### config.mk
export PLATFORM = sky130hd
export DESIGN_NAME = cal_acc_slave
export DESIGN_NICKNAME = d
export VERILOG_FILES = /design/src/rtl/cal_acc_slave.sv
export SDC_FILE = /design/constraint.sdc
export NUM_CORES = 1
export LEC_CHECK = 0
export BUFFER_PORTS_ARGS = -buffer_cell sky130_fd_sc_hd__buf_2
export CORE_MARGIN = 4
export CORE_UTILIZATION = 50
export DETAILED_ROUTE_END_ITERATION = 16
export PLACE_DENSITY = 0.75
export RECOVER_POWER = 25
export SETUP_SLACK_MARGIN = 0.05
export SLEW_MARGIN = 20
export SYNTH_ARGS = -nofsm -noshare
export SYNTH_HDL_FRONTEND = slang
export SYNTH_SLANG_ARGS = --single-unit
### constraint.sdc
create_clock -name clk -period 3.69 [get_ports clk]
set_input_delay 0.369 -clock clk [delete_from_list [all_inputs] [get_ports clk]]
set_output_delay 0.369 -clock clk [all_outputs]
set_load 0.03 [all_outputs]
### src/rtl/cal_acc_slave.sv
// cal_acc_slave: CPU-programmed block copier that reads and writes memory once granted the bus.
// Define ACC_READBACK_EN for registered register readback on cpu_data_out.
module cal_acc_slave #(
   parameter logic [15:0] ADDR_ASSH = 16'h0000,
   parameter logic [15:0] ADDR_ASSL = 16'h0001,
   parameter logic [15:0] ADDR_ASTH = 16'h0002,
   parameter logic [15:0] ADDR_ASTL = 16'h0003,
   parameter logic [15:0] ADDR_SREG = 16'h0004,
   parameter int          BLOCK_LEN = 16
) (
   input  logic        clk,
   input  logic        rst_n,
   input  logic [15:0] cpu_addr_in,
   input  logic [7:0]  cpu_data_in,
   input  logic        cpu_write,
   output logic [7:0]  cpu_data_out,
   output logic        acc_req,
   input  logic        acc_gnt,
   output logic [15:0] mem_addr,
   output logic        mem_rd,
   output logic        mem_wr,
   output logic [7:0]  mem_wdata,
   input  logic [7:0]  mem_rdata,
   output logic        acc_int
);

   typedef enum logic [2:0] {
      S_IDLE,
      S_REQ,
      S_RD,
      S_WAIT,
      S_WR,
      S_DONE
   } state_t;

   state_t      state, state_nx;
   logic [7:0]  assh, assl, asth, astl;
   logic [15:0] src, tgt;
   logic [8:0]  remain;
   logic [7:0]  rdata_q;
   logic        rd_q;
   logic        done;
   logic        busy;
   logic        reg_wr;
   logic        start;
   logic        last;

   assign busy   = (state != S_IDLE);
   assign reg_wr = cpu_write && !busy;
   assign start  = reg_wr && (cpu_addr_in == ADDR_SREG) && cpu_data_in[7];
   assign last   = (remain == 9'd1);

   always_ff @(posedge clk or negedge rst_n) begin
      if (!rst_n) begin
         state <= S_IDLE;
      end else begin
         state <= state_nx;
      end
   end

   always_comb begin
      state_nx = state;
      unique case (state)
         S_IDLE: if (start) state_nx = S_REQ;
         S_REQ:  if (acc_gnt) state_nx = S_RD;
         S_RD:   if (acc_gnt) state_nx = S_WAIT;
         S_WAIT: if (acc_gnt) state_nx = S_WR;
         S_WR:   if (acc_gnt) state_nx = last ? S_DONE : S_RD;
         S_DONE: state_nx = S_IDLE;
         default: state_nx = S_IDLE;
      endcase
   end

   // Strobes are gated by the grant so a dropped grant freezes the bus cleanly.
   always_comb begin
      acc_req   = (state == S_REQ) || (state == S_RD) ||
                  (state == S_WAIT) || (state == S_WR);
      mem_rd    = (state == S_RD) && acc_gnt;
      mem_wr    = (state == S_WR) && acc_gnt;
      mem_addr  = 16'h0000;
      mem_wdata = 8'h00;
      if (mem_rd) begin
         mem_addr = src;
      end else if (mem_wr) begin
         mem_addr  = tgt;
         mem_wdata = rdata_q;
      end
   end

   always_ff @(posedge clk or negedge rst_n) begin
      if (!rst_n) begin
         assh    <= 8'h00;
         assl    <= 8'h00;
         asth    <= 8'h00;
         astl    <= 8'h00;
         src     <= 16'h0000;
         tgt     <= 16'h0000;
         remain  <= 9'd0;
         rdata_q <= 8'h00;
         rd_q    <= 1'b0;
         done    <= 1'b0;
      end else begin
         rd_q <= mem_rd;
         // Read data arrives the cycle after the strobe, even if the grant drops.
         if (rd_q) rdata_q <= mem_rdata;
         if (reg_wr) begin
            case (cpu_addr_in)
               ADDR_ASSH: assh <= cpu_data_in;
               ADDR_ASSL: assl <= cpu_data_in;
               ADDR_ASTH: asth <= cpu_data_in;
               ADDR_ASTL: astl <= cpu_data_in;
               ADDR_SREG: done <= 1'b0;
               default: ;
            endcase
         end
         if (start) begin
            src    <= {assh, assl};
            tgt    <= {asth, astl};
            remain <= 9'(BLOCK_LEN);
         end
         if (mem_wr) begin
            src    <= src + 16'd1;
            tgt    <= tgt + 16'd1;
            remain <= remain - 9'd1;
         end
         if (state == S_DONE) done <= 1'b1;
      end
   end

   assign acc_int = done;

`ifdef ACC_READBACK_EN
   logic [7:0] rb_d;

   always_comb begin
      rb_d = 8'h00;
      case (cpu_addr_in)
         ADDR_ASSH: rb_d = assh;
         ADDR_ASSL: rb_d = assl;
         ADDR_ASTH: rb_d = asth;
         ADDR_ASTL: rb_d = astl;
         ADDR_SREG: rb_d = {6'b0, done, busy};
         default:   rb_d = 8'h00;
      endcase
   end

   always_ff @(posedge clk or negedge rst_n) begin
      if (!rst_n) begin
         cpu_data_out <= 8'h00;
      end else begin
         cpu_data_out <= rb_d;
      end
   end
`else
   assign cpu_data_out = 8'h00;
`endif

endmodule

==> parameters.txt <==
Parameter                              Value

Yosys
  Dominant cells by area after synthesis    sky130_fd_sc_hd__dfrtp_1 (47%), sky130_fd_sc_hd__mux2_2 (9.9%), sky130_fd_sc_hd__nand2_1 (4.2%)
  Library cell occupying the most area in the post-synthesis netlist    sky130_fd_sc_hd__dfrtp_1
  Total number of yosys warnings    0
  Commonest register cell after synthesis    sky130_fd_sc_hd__dfrtp_1
  Mapped Cells    448
  Post-synthesis instance area    between 4000 and 5000 um2
  Number of enable-type register cells in the synthesized netlist    0
  Synth unique cells    63
  Sequential-to-total area share from yosys stat    47.2%
  Syn Area/Cell    10.2 um2
  Async set-or-reset flop fraction in the synthesized netlist    100%
  Yosys top cell area share    47.2%
  Flip-flop and latch count after synthesis    86

Min path
  Hold Path Depth    2
  Launch instance of the worst min-delay path    mem_rdata[7]
  Worst Hold Class    in2reg
  Hold endpoint    rdata_q[7]$_DFFE_PN0P_

Routing
  Number of detailed-route iterations in the first pass    7
  Violation count after the first detailed-route iteration    303
  Drt wl/cell    18.3 um
  Antenna-violating nets left    0
  Detailed-route via count    3750
  Via-per-instance ratio    6.09
  Total wirelength of the detailed-routed design    11300 um
  Final routed DRC violation total    0

Run status
  Run status    complete, but fails checks
  Violations in the final reports    capacitance limit, slew limit

GRT
  Global-route congestion overflow total    0
  Largest net degree at the start of global routing    87
  Initial antenna violation count    0
  Total GRT Usage    22.0%
  Wire length of the first global-routing pass    18000 um
  Vias in the first global route    3666

Clock tree
  Clock buffer count from CTS    9
  Number of sinks on the clock net    86
  Source-to-sink clock delay at the later pin of the worst-skew pair    0.36 ns
  CTS tree    yes
  Quantity of gates resized following cts    0
  Clock slew at the register clock pins of the worst setup and hold paths    0.08 ns
  Post-CTS repair timing setup buffer count    0
  CTS hold repair buffers    0
  Root buffer cell    sky130_fd_sc_hd__clkbuf_8
  Maximum level of the CTS H-tree    3
  Max Root-Sink Buffers    2

Die
  Overall die area    10700 um2
  Width of the chip    103 um
  Row count    34
  Initial Util    51.7%
  Placeable Area    8810 um2
  I/O pin cnt    72
  Chip height    just over 100 um

Final layout
  Area growth from synthesis to layout    12.1%
  Diodes inserted    0
  Net count, final    544
  Highest-count cells in the layout ignoring fill and taps    sky130_fd_sc_hd__dfrtp_1 (86), sky130_fd_sc_hd__buf_2 (62), sky130_fd_sc_hd__nand2_1 (51)
  Most common cell after layout, fill and taps aside    sky130_fd_sc_hd__dfrtp_1
  Fraction of final layout cells with drive strength greater than 1    28.9%
  Final standard cell area without fillers    roughly 5100 um2
  Layout filler cell count    about 770
  Final core area utilization    58.0%

Worst setup path
  R2R Path End    tgt[12]$_DFFE_PN0P_
  Worst Path Arrival    2.36 ns
  Required time of the worst setup path    3.32 ns
  Top fanout value on the critical path    30
  Kind of launch point of the worst setup path    flop
  Depth of the most critical reg-to-reg path    7
  Setup slack on the worst flop-to-flop path    1.36 ns
  Crit Reg-Reg Startpoint    state[0]$_DFFE_PN0P_
  Kind of end point of the critical path    primary output
  Critical path class    reg2out

Pwr
  Switch share    34.8%
  Power consumption    between 2 and 3 mW
  P per Cell Area    about 570 nW/um2
  Switching power total    approximately 1.0 mW
  Static Leak    2.37 nW
  Maximum resistive drop on vdd    0.271 mV
  Flop pwr share    a little under half
  Share of total power in the clock network    around 27%
  Pint    between 1.5 and 2 mW
  Relative contribution of combinational cells to total power    24.8%

STA
  Number of failing hold endpoints at the final stage    0
  Maximum clock skew at final layout    0.00816 ns
  Max Slew Vio Count    87
  Final setup fails    0
  RSZ-0062 raised after global routing    false
  Highest clock frequency the design can meet    0.367 GHz
  Worst slew margin relative to its limit    -43.3%
  Sum of negative setup slack    0 ns
  Worst hold margin    0.245 ns
  Share of the cycle needed by the critical path after routing    73.9%
  Transition time at the pin with the least slew margin    2.15 ns
  Period minus WS final    2.73 ns

Placement
  Post-Place Cell Area    4880 um2
  DP HPWL    7680 um
  Final weighted congestion in routability-driven placement    roughly 0.86
  Port-buffer cells    63

Job
  # Max-Cap Violations    1
-- power by group through the flow --
stage,Combinational (mW),Sequential (mW),Clock (mW)
finish,0.722,1.39,0.793
global route,0.794,1.43,0.843
CTS,0.726,1.39,0.806
detailed placement,0.720,1.40,0
global placement,0.691,1.39,0
floorplan,0.597,1.31,0
-- metal layers --
layer	wire [um]	track usage (%)
met5	0	0
met4	277	9.16
met3	741	4.43
met2	5680	36.9
met1	4560	27.6
-- area by class of cell --
cell class / instances / area [um2] / share of cell area [%]
Inverter: 13 / 48.8 / 0.955
Clock buffer: 10 / 128 / 2.50
Timing Repair Buffer: 67 / 345 / 6.76
Tap cell: 108 / 135 / 2.65
Multi-Input combinational cell: 327 / 2190 / 42.9
Sequential cell: 86 / 2150 / 42.1
Clock inverter: 5 / 108 / 2.11
-- Yosys cell counts (all sizes together) (2+ instances only) --
library cell,count
mux2,40
a22o,7
o221a,2
o21ai,29
nor4,5
o211ai,2
o32ai,4
a22oi,3
and2,9
nor2,37
a211oi,3
o2bb2ai,2
nand2,51
a221o,2
nor3,18
o31ai,7
xnor2,2
or2,3
dfrtp,86
nand4,10
buf,19
o22ai,6
nand3,24
o21ba,2
clkbuf,10
xor2,2
nand2b,2
inv,13
ha,4
a21oi,26
-- critical path, cell delays in order (launching register included) --
cell	delay, ns
sky130_fd_sc_hd__dfrtp_1	0.50
sky130_fd_sc_hd__nand4bb_1	0.28
sky130_fd_sc_hd__inv_2	0.38
sky130_fd_sc_hd__buf_4	0.39
sky130_fd_sc_hd__a22o_1	0.22
sky130_fd_sc_hd__buf_2	0.20
-- logic make-up (layout without fill, tap and decap cells) --
| group | count (synthesis) | count (layout) | share of synthesized area [%] |
|---|---|---|---|
| simple gates | 167 | 167 | 19.9 |
| flops | 86 | 86 | 47.2 |
| compound gates | 104 | 104 | 15.7 |
| fa+ha+maj | 4 | 4 | 1.10 |
| buf+inv | 42 | 95 | 5.35 |
| xor+xnor | 4 | 4 | 0.769 |
| other cells | 1 | 8 | 0.0823 |
| mux | 40 | 40 | 9.88 |
-- worst max-delay path by stage --
stage / start / to / cells past startpoint
after floorplan: state[2]$_DFFE_PN0P_ / mem_addr[1] / 5
after global placement: cpu_addr_in[8] / tgt[15]$_DFFE_PN0P_ / 6
after detailed placement: cpu_addr_in[8] / tgt[15]$_DFFE_PN0P_ / 6
after CTS: state[0]$_DFFE_PN0P_ / mem_addr[2] / 5
after global routing: state[0]$_DFFE_PN0P_ / mem_addr[7] / 6
final: state[0]$_DFFE_PN0P_ / mem_addr[2] / 5
-- sequential cells by signal (all words and copies together) (netlist names) --
signal,count
astl,8
tgt,16
rd_q,1
acc_int,1
rdata_q,8
assh,8
asth,8
remain,9
src,16
state,3
assl,8
-- metrics by stage --
step	setup WS [ns]	instances
finish	0.965	616
global route	0.860	616
CTS	0.976	616
detailed placement	1.19	601
global placement	1.25	601
floorplan	1.27	455
Note: power is estimated with default switching activity, not from simulation.
